**src/rtl/sync_fifo.sv**
```systemverilog
// Single-clock circular-buffer FIFO with first-word-fall-through read data.
// Optional sticky overflow/underflow outputs are enabled by defining FIFO_ERR_FLAGS_EN.
module sync_fifo #(
  parameter int B = 8,
  parameter int W = 3
) (
  input  logic         clk,
  input  logic         reset,
  output logic         empty,
  output logic         full,
  output logic [B-1:0] r_data,
  input  logic [B-1:0] w_data,
  input  logic         rd,
  input  logic         wr,
`ifdef FIFO_ERR_FLAGS_EN
  output logic         overflow,
  output logic         underflow,
`endif
  output logic [W-1:0] w_ptr_succ,
  output logic [W-1:0] r_ptr_succ
);

  localparam int DEPTH = 2 ** W;

  logic [B-1:0] storage_r [DEPTH];
  logic [W-1:0] w_ptr_r;
  logic [W-1:0] r_ptr_r;
  logic         full_r;
  logic         empty_r;

  logic [W-1:0] w_ptr_succ_s;
  logic [W-1:0] r_ptr_succ_s;
  logic [W-1:0] w_ptr_next_s;
  logic [W-1:0] r_ptr_next_s;
  logic         full_next_s;
  logic         empty_next_s;
  logic         wr_en_s;

  assign w_ptr_succ_s = w_ptr_r + W'(1);
  assign r_ptr_succ_s = r_ptr_r + W'(1);
  // A write while full is still legal when a pop frees the head slot in the same cycle.
  assign wr_en_s      = wr & (~full_r | rd);

  assign empty      = empty_r;
  assign full       = full_r;
  assign r_data     = storage_r[r_ptr_r];
  assign w_ptr_succ = w_ptr_succ_s;
  assign r_ptr_succ = r_ptr_succ_s;

  // Next pointer and status decode from the {wr,rd} request pair.
  always_comb begin
    w_ptr_next_s = w_ptr_r;
    r_ptr_next_s = r_ptr_r;
    full_next_s  = full_r;
    empty_next_s = empty_r;
    case ({wr, rd})
      2'b01: begin
        if (!empty_r) begin
          r_ptr_next_s = r_ptr_succ_s;
          full_next_s  = 1'b0;
          empty_next_s = (r_ptr_succ_s == w_ptr_r);
        end else begin
          r_ptr_next_s = r_ptr_r;
        end
      end
      2'b10: begin
        if (!full_r) begin
          w_ptr_next_s = w_ptr_succ_s;
          empty_next_s = 1'b0;
          full_next_s  = (w_ptr_succ_s == r_ptr_r);
        end else begin
          w_ptr_next_s = w_ptr_r;
        end
      end
      2'b11: begin
        if (empty_r) begin
          w_ptr_next_s = w_ptr_succ_s;
          empty_next_s = 1'b0;
        end else begin
          w_ptr_next_s = w_ptr_succ_s;
          r_ptr_next_s = r_ptr_succ_s;
        end
      end
      default: begin
        w_ptr_next_s = w_ptr_r;
        r_ptr_next_s = r_ptr_r;
      end
    endcase
  end

  // Pointer, status and storage registers.
  always_ff @(posedge clk) begin
    if (reset) begin
      w_ptr_r <= '0;
      r_ptr_r <= '0;
      full_r  <= 1'b0;
      empty_r <= 1'b1;
      for (int i = 0; i < DEPTH; i++) begin
        storage_r[i] <= '0;
      end
    end else begin
      w_ptr_r <= w_ptr_next_s;
      r_ptr_r <= r_ptr_next_s;
      full_r  <= full_next_s;
      empty_r <= empty_next_s;
      if (wr_en_s) begin
        storage_r[w_ptr_r] <= w_data;
      end
    end
  end

`ifdef FIFO_ERR_FLAGS_EN
  logic overflow_r;
  logic underflow_r;

  assign overflow  = overflow_r;
  assign underflow = underflow_r;

  // Sticky error flags; only reset clears them.
  always_ff @(posedge clk) begin
    if (reset) begin
      overflow_r  <= 1'b0;
      underflow_r <= 1'b0;
    end else begin
      if (wr && full_r && !rd) begin
        overflow_r <= 1'b1;
      end
      if (rd && empty_r && !wr) begin
        underflow_r <= 1'b1;
      end
    end
  end
`endif

endmodule

```
**config.mk**
```make
export PLATFORM = sky130hd
export DESIGN_NAME = sync_fifo
export DESIGN_NICKNAME = d
export VERILOG_FILES = /design/src/rtl/sync_fifo.sv
export SDC_FILE = /design/constraint.sdc
export NUM_CORES = 1
export LEC_CHECK = 0
export ABC_AREA = 1
export CELL_PAD_IN_SITES_DETAIL_PLACEMENT = 1
export CELL_PAD_IN_SITES_GLOBAL_PLACEMENT = 1
export CORE_ASPECT_RATIO = 1.5
export CORE_MARGIN = 2
export CORE_UTILIZATION = 45
export DETAILED_ROUTE_END_ITERATION = 10
export PLACE_DENSITY_LB_ADDON = 0.1
export SLEW_MARGIN = 20
export SYNTH_ARGS = -nofsm -noshare
export SYNTH_HDL_FRONTEND = slang
export SYNTH_SLANG_ARGS = --single-unit
```
**constraint.sdc**
```tcl
create_clock -name clk -period 1.77 [get_ports clk]
set_input_delay 0.354 -clock clk [delete_from_list [all_inputs] [get_ports clk]]
set_output_delay 0.354 -clock clk [all_outputs]
set_load 0.05 [all_outputs]
```
======== Yosys cells after proc, flatten, opt, wreduce, memory -nomap -nowiden ========
Memories as Yosys holds them, arrays and structs flattened. A register that Yosys moved wholly into a read port is not among the register bits.
Index checks and enable logic that the tools add are counted.
word-level totals
  register bits ........................... 8
  latch bits .............................. 0
  RAM bits ................................ 64
  memory bits (read-only) ................. 0
  bits of input ports ..................... 12
  output and inout bits ................... 16
  logic and storage cells ................. 45
  memories ................................ 1
operators by class
  $add $sub $neg .......................... 2
  $mul .................................... 0
  divide/modulo/power cells ............... 0
  order comparisons ....................... 0
  equality and inequality tests ........... 7
  shift operators ......................... 0
  muxes and demuxes ....................... 18
  bitwise operators ....................... 4
  reduce and logical (&&, ||, !) cells .... 9
memories
  name       words  width  read ports  clocked after Yosys merged registers in  write ports  RTL line  RTL
  storage_r  8      8      1           1                                        8            25        logic [B-1:0] storage_r [DEPTH];
operators with widths
  cell                 number
  $mux 3               4
  $mux 1               10
  $mux 8               1
  $reduce_and 2->1     4
  $reduce_or 8->1      1
  $add 3x1->3 const B  2
  $eq 3x3->1           2
  $pmux 3 s2           1
  $eq 2x2->1 const B   2
  $ne 2x2->1 const B   2
  $reduce_bool 2->1    2
  $pmux 1 s3           1
  $reduce_bool 3->1    1
  $eq 2x1->1 const B   1
  $not 1->1            2
  $pmux 1 s2           1
  $reduce_or 2->1      1
  $and 1x1->1          1
  $or 1x1->1           1

======== Longest topological paths before layout ========
  word-level depth ........................ 8
  gate-level depth with buffers ........... 8
  depth with buffers taken out ............ 8

======== Worst setup path before layout ========
No wires, ideal clock.
  kind .................................... register to register
  start ................................... register full_r (netlist: full)
  end ..................................... memory storage_r[5][0], enable pin
  setup time .............................. 0.298 ns
  arrival time ............................ 1.503 ns
  setup slack ............................. -0.031 ns
  stages on the path, launching flop included .. 8
  buffers on the path ..................... 0
  cells stage by stage .................... dfxtp_1 -> inv_2 -> o21ai_4 -> inv_2 -> nand2_1 -> nor2_4 -> nand2_2 -> nand2_1
RTL lines
  item                    RTL line  RTL
  start, declared         28        logic full_r;
  start signal, assigned  104       full_r <= full_next_s;
  end, declared           25

==> metrics.cfg <==
[clock_tree]
cts_root_buffer = clkbuf_8
clock_latency_ps = 360
cts.clk_slew.worst_paths_ps = 70
cts_tree = built
postCtsHoldBufs = 0
cts_htree_levels = 3
clock_tree.buffer_depth = 2
cts-buffers-inserted = 9
cts_sinks = 75

[cells_and_area]
final_util = 0.653
fin_cells = 523
drive_gt1_frac = 0.324
antenna_cells = 0
areaGrowthSynthToFinish_pct = 40.6
finalInstanceArea_mm2 = 0.00475
nets = 432
fillCellCount = 785

[floorplanning]
num_rows = 38
core_area_mm2 = 0.00727
die_h_um = 110
initial_core_util = 0.464
io_pins = 28
die-area_mm2 = 0.00823
die_width_um = 74.7

[critical_path]
crit_fanout = 7
crit_type = flip-flop to primary output
cp-end-kind = primary output
cp.arrival_ps = 1680
worstPathRequired_ps = 1420
r2r_slack_ps = 290
start_kind = flip-flop

[timing]
hold_viol = 0
finalWorstPathRequiredPeriod_ps = 2040
setup_viol = 8
rsz0062_at_grt = true
fin_ws_ps = -268
slew_violations = 0
setup_tns_ps = -1930
maxSlewHeadroom = 0.710
worst_pin_slew_ps = 435
fmax_mhz = 491
finalCritPeriodShare = 1.15
holdWs_ps = 512
clock_skew_ps = 14.6

[drt]
wl_per_cell_um = 20.8
drt_iter0_drc = 202
drt-total-wl_um = 10900
ant_nets = 0
drc = 0
via_per_inst = 5.36
num_vias = 2804
first_pass_iters = 4

[synth]
syn_inst = 352
synth_edf_count = 64
synth_top_cell_by_area = edfxtp_1
synth_nets = 366
ys_async_sr_fraction = 0
ys_ff_latch = 75
seq_area_frac_synth = 0.634
yosysUniqueCellTypes = 23
synthTopCellsByArea = edfxtp_1 (57%), nor2_1 (12%), dfxtp_1 (6.5%), nand2_1 (5.9%), o21ai_0 (4.6%)
yosysWarnings = 0
synth_area_mm2 = 0.00338
yosys.area.top_type_share = 0.569
avgSynthCellArea_um2 = 9.60
synth_commonest_cells = nor2_1 (105), edfxtp_1 (64), nand2_1 (53)
yosysMostFrequentCell = nor2_1
ys.flop_type = edfxtp_1

[global_route]
antenna_found_initial = 0
grt_pass1_wl_um = 15900
globalRouteTotalUtil = 0.283
met1_usage = 0.301
met2_usage = 0.506
overflow = 0
grt.met3_usage = 0.0582
grt_pass1_vias = 2932
grt_start_max_net_pins = 17
top_usage_layer = met2

[power_and_ir_drop]
pwr-share-seq = 0.451
irDropWorstVdd_mv = 0.653
p_int_mw = 3.24
p_leak_nw = 1.94
p_sw_mw = 1.37
p_clk_frac = 0.307
power_frac_comb = 0.242
swShare = 0.297
powerDensity_mw_per_mm2 = 971
power.total_mw = 4.61

[outcome]
status = finished with violations
violations = negative setup slack

[min_path]
hp-class = flip-flop to flip-flop

[placement]
gp_congestion = 0.841
dpl.cell_count = 497
io_buffers = 27
dp_slack_ps = -234
hpwl_um = 7310
place_area_mm2 = 0.00407

[run]
max_cap_viol_count = 0

worst max-delay path: stages, from the launching register on:
cell,delay (ps)
dfxtp_4,380
buf_12,130
clkinv_8,80
buf_12,150
o21ai_1,150
o22ai_1,110
nand2_1,110
nand2_2,70
buf_8,150
cell families (layout without fill, tap and decap cells):
| family | Yosys count | after routing | synth area share |
|---|---|---|---|
| fa+ha+maj | 2 | 2 | 0.00741 |
| buf+inv | 37 | 108 | 0.0444 |
| simple gates | 174 | 174 | 0.208 |
| compound gates | 64 | 64 | 0.106 |
| flops | 75 | 75 | 0.634 |
sequential cells by signal, indices dropped and copies added (netlist names), named ones only:
name	flops
full	1
empty	1
w_ptr_r	3
storage_r	64
r_ptr_r	3
power groups by stage:
| stage | sequential, mW | combinational, mW | clock (mW) |
|---|---|---|---|
| after floorplan | 2.09 | 0.506 | 0 |
| after global placement | 2.10 | 0.876 | 0 |
| after detailed placement | 2.11 | 0.892 | 0 |
| after CTS | 2.08 | 1.03 | 1.42 |
| after global routing | 2.09 | 1.18 | 1.50 |
| final | 2.08 | 1.12 | 1.41 |
cell usage in the layout, fill, tap and decap left out, types with 4 or more instances in the layout:
cell type / netlist / layout
nor2_1: 105 / 87
o22ai_1: 16 / 4
o21ai_2: 0 / 7
inv_1: 23 / 23
dfxtp_1: 11 / 4
buf_4: 0 / 24
o22ai_2: 0 / 12
buf_6: 0 / 6
nand2_2: 8 / 11
buf_12: 0 / 18
nand3_1: 4 / 4
nor2_2: 1 / 17
edfxtp_1: 64 / 64
o21ai_0: 31 / 12
o21ai_4: 1 / 7
o21ai_1: 7 / 13
nand2_1: 53 / 50
clkdlybuf4s50_1: 0 / 11
clkbuf_8: 0 / 9
a21oi_1: 6 / 6
dfxtp_4: 0 / 4
what timing repair did:
action                                  CTS  global route
gates resized for setup                  61            46
pin swaps                                15            13
gates cloned                              2             1
endpoints found under the setup margin   10             9
buffers inserted                          5             3
final timing paths:
check	from	to	cells after the start
min reg2reg	full$_SDFFE_PP0P_	full$_SDFFE_PP0P_	2
max reg2reg	w_ptr_r[2]$_SDFFE_PP0P_	storage_r[5][7]$_SDFFCE_PN0P_	4
max	flip-flop	r_data[6]	8
min	full$_SDFFE_PP0P_	full$_SDFFE_PP0P_	2
cell type report:
class                   instances  area, um^2  share of cell area
clock buffers                  10         128              0.0269
clock inverters                 6        80.1              0.0169
inverters                      27         116              0.0245
multi-input cells             240        1320               0.278
flip-flops and latches         75        2160               0.455
well taps                     100         125              0.0263
repair buffers                 65         821               0.173
metal layers:
metal / part of all wire / vias up
met4: 0.050 / 0
met1: 0.37 / 1377
met2: 0.55 / 80
met3: 0.038 / 31
li1: - / 1316
met5: 0 / -
Note: power is estimated with default switching activity, not from simulation.
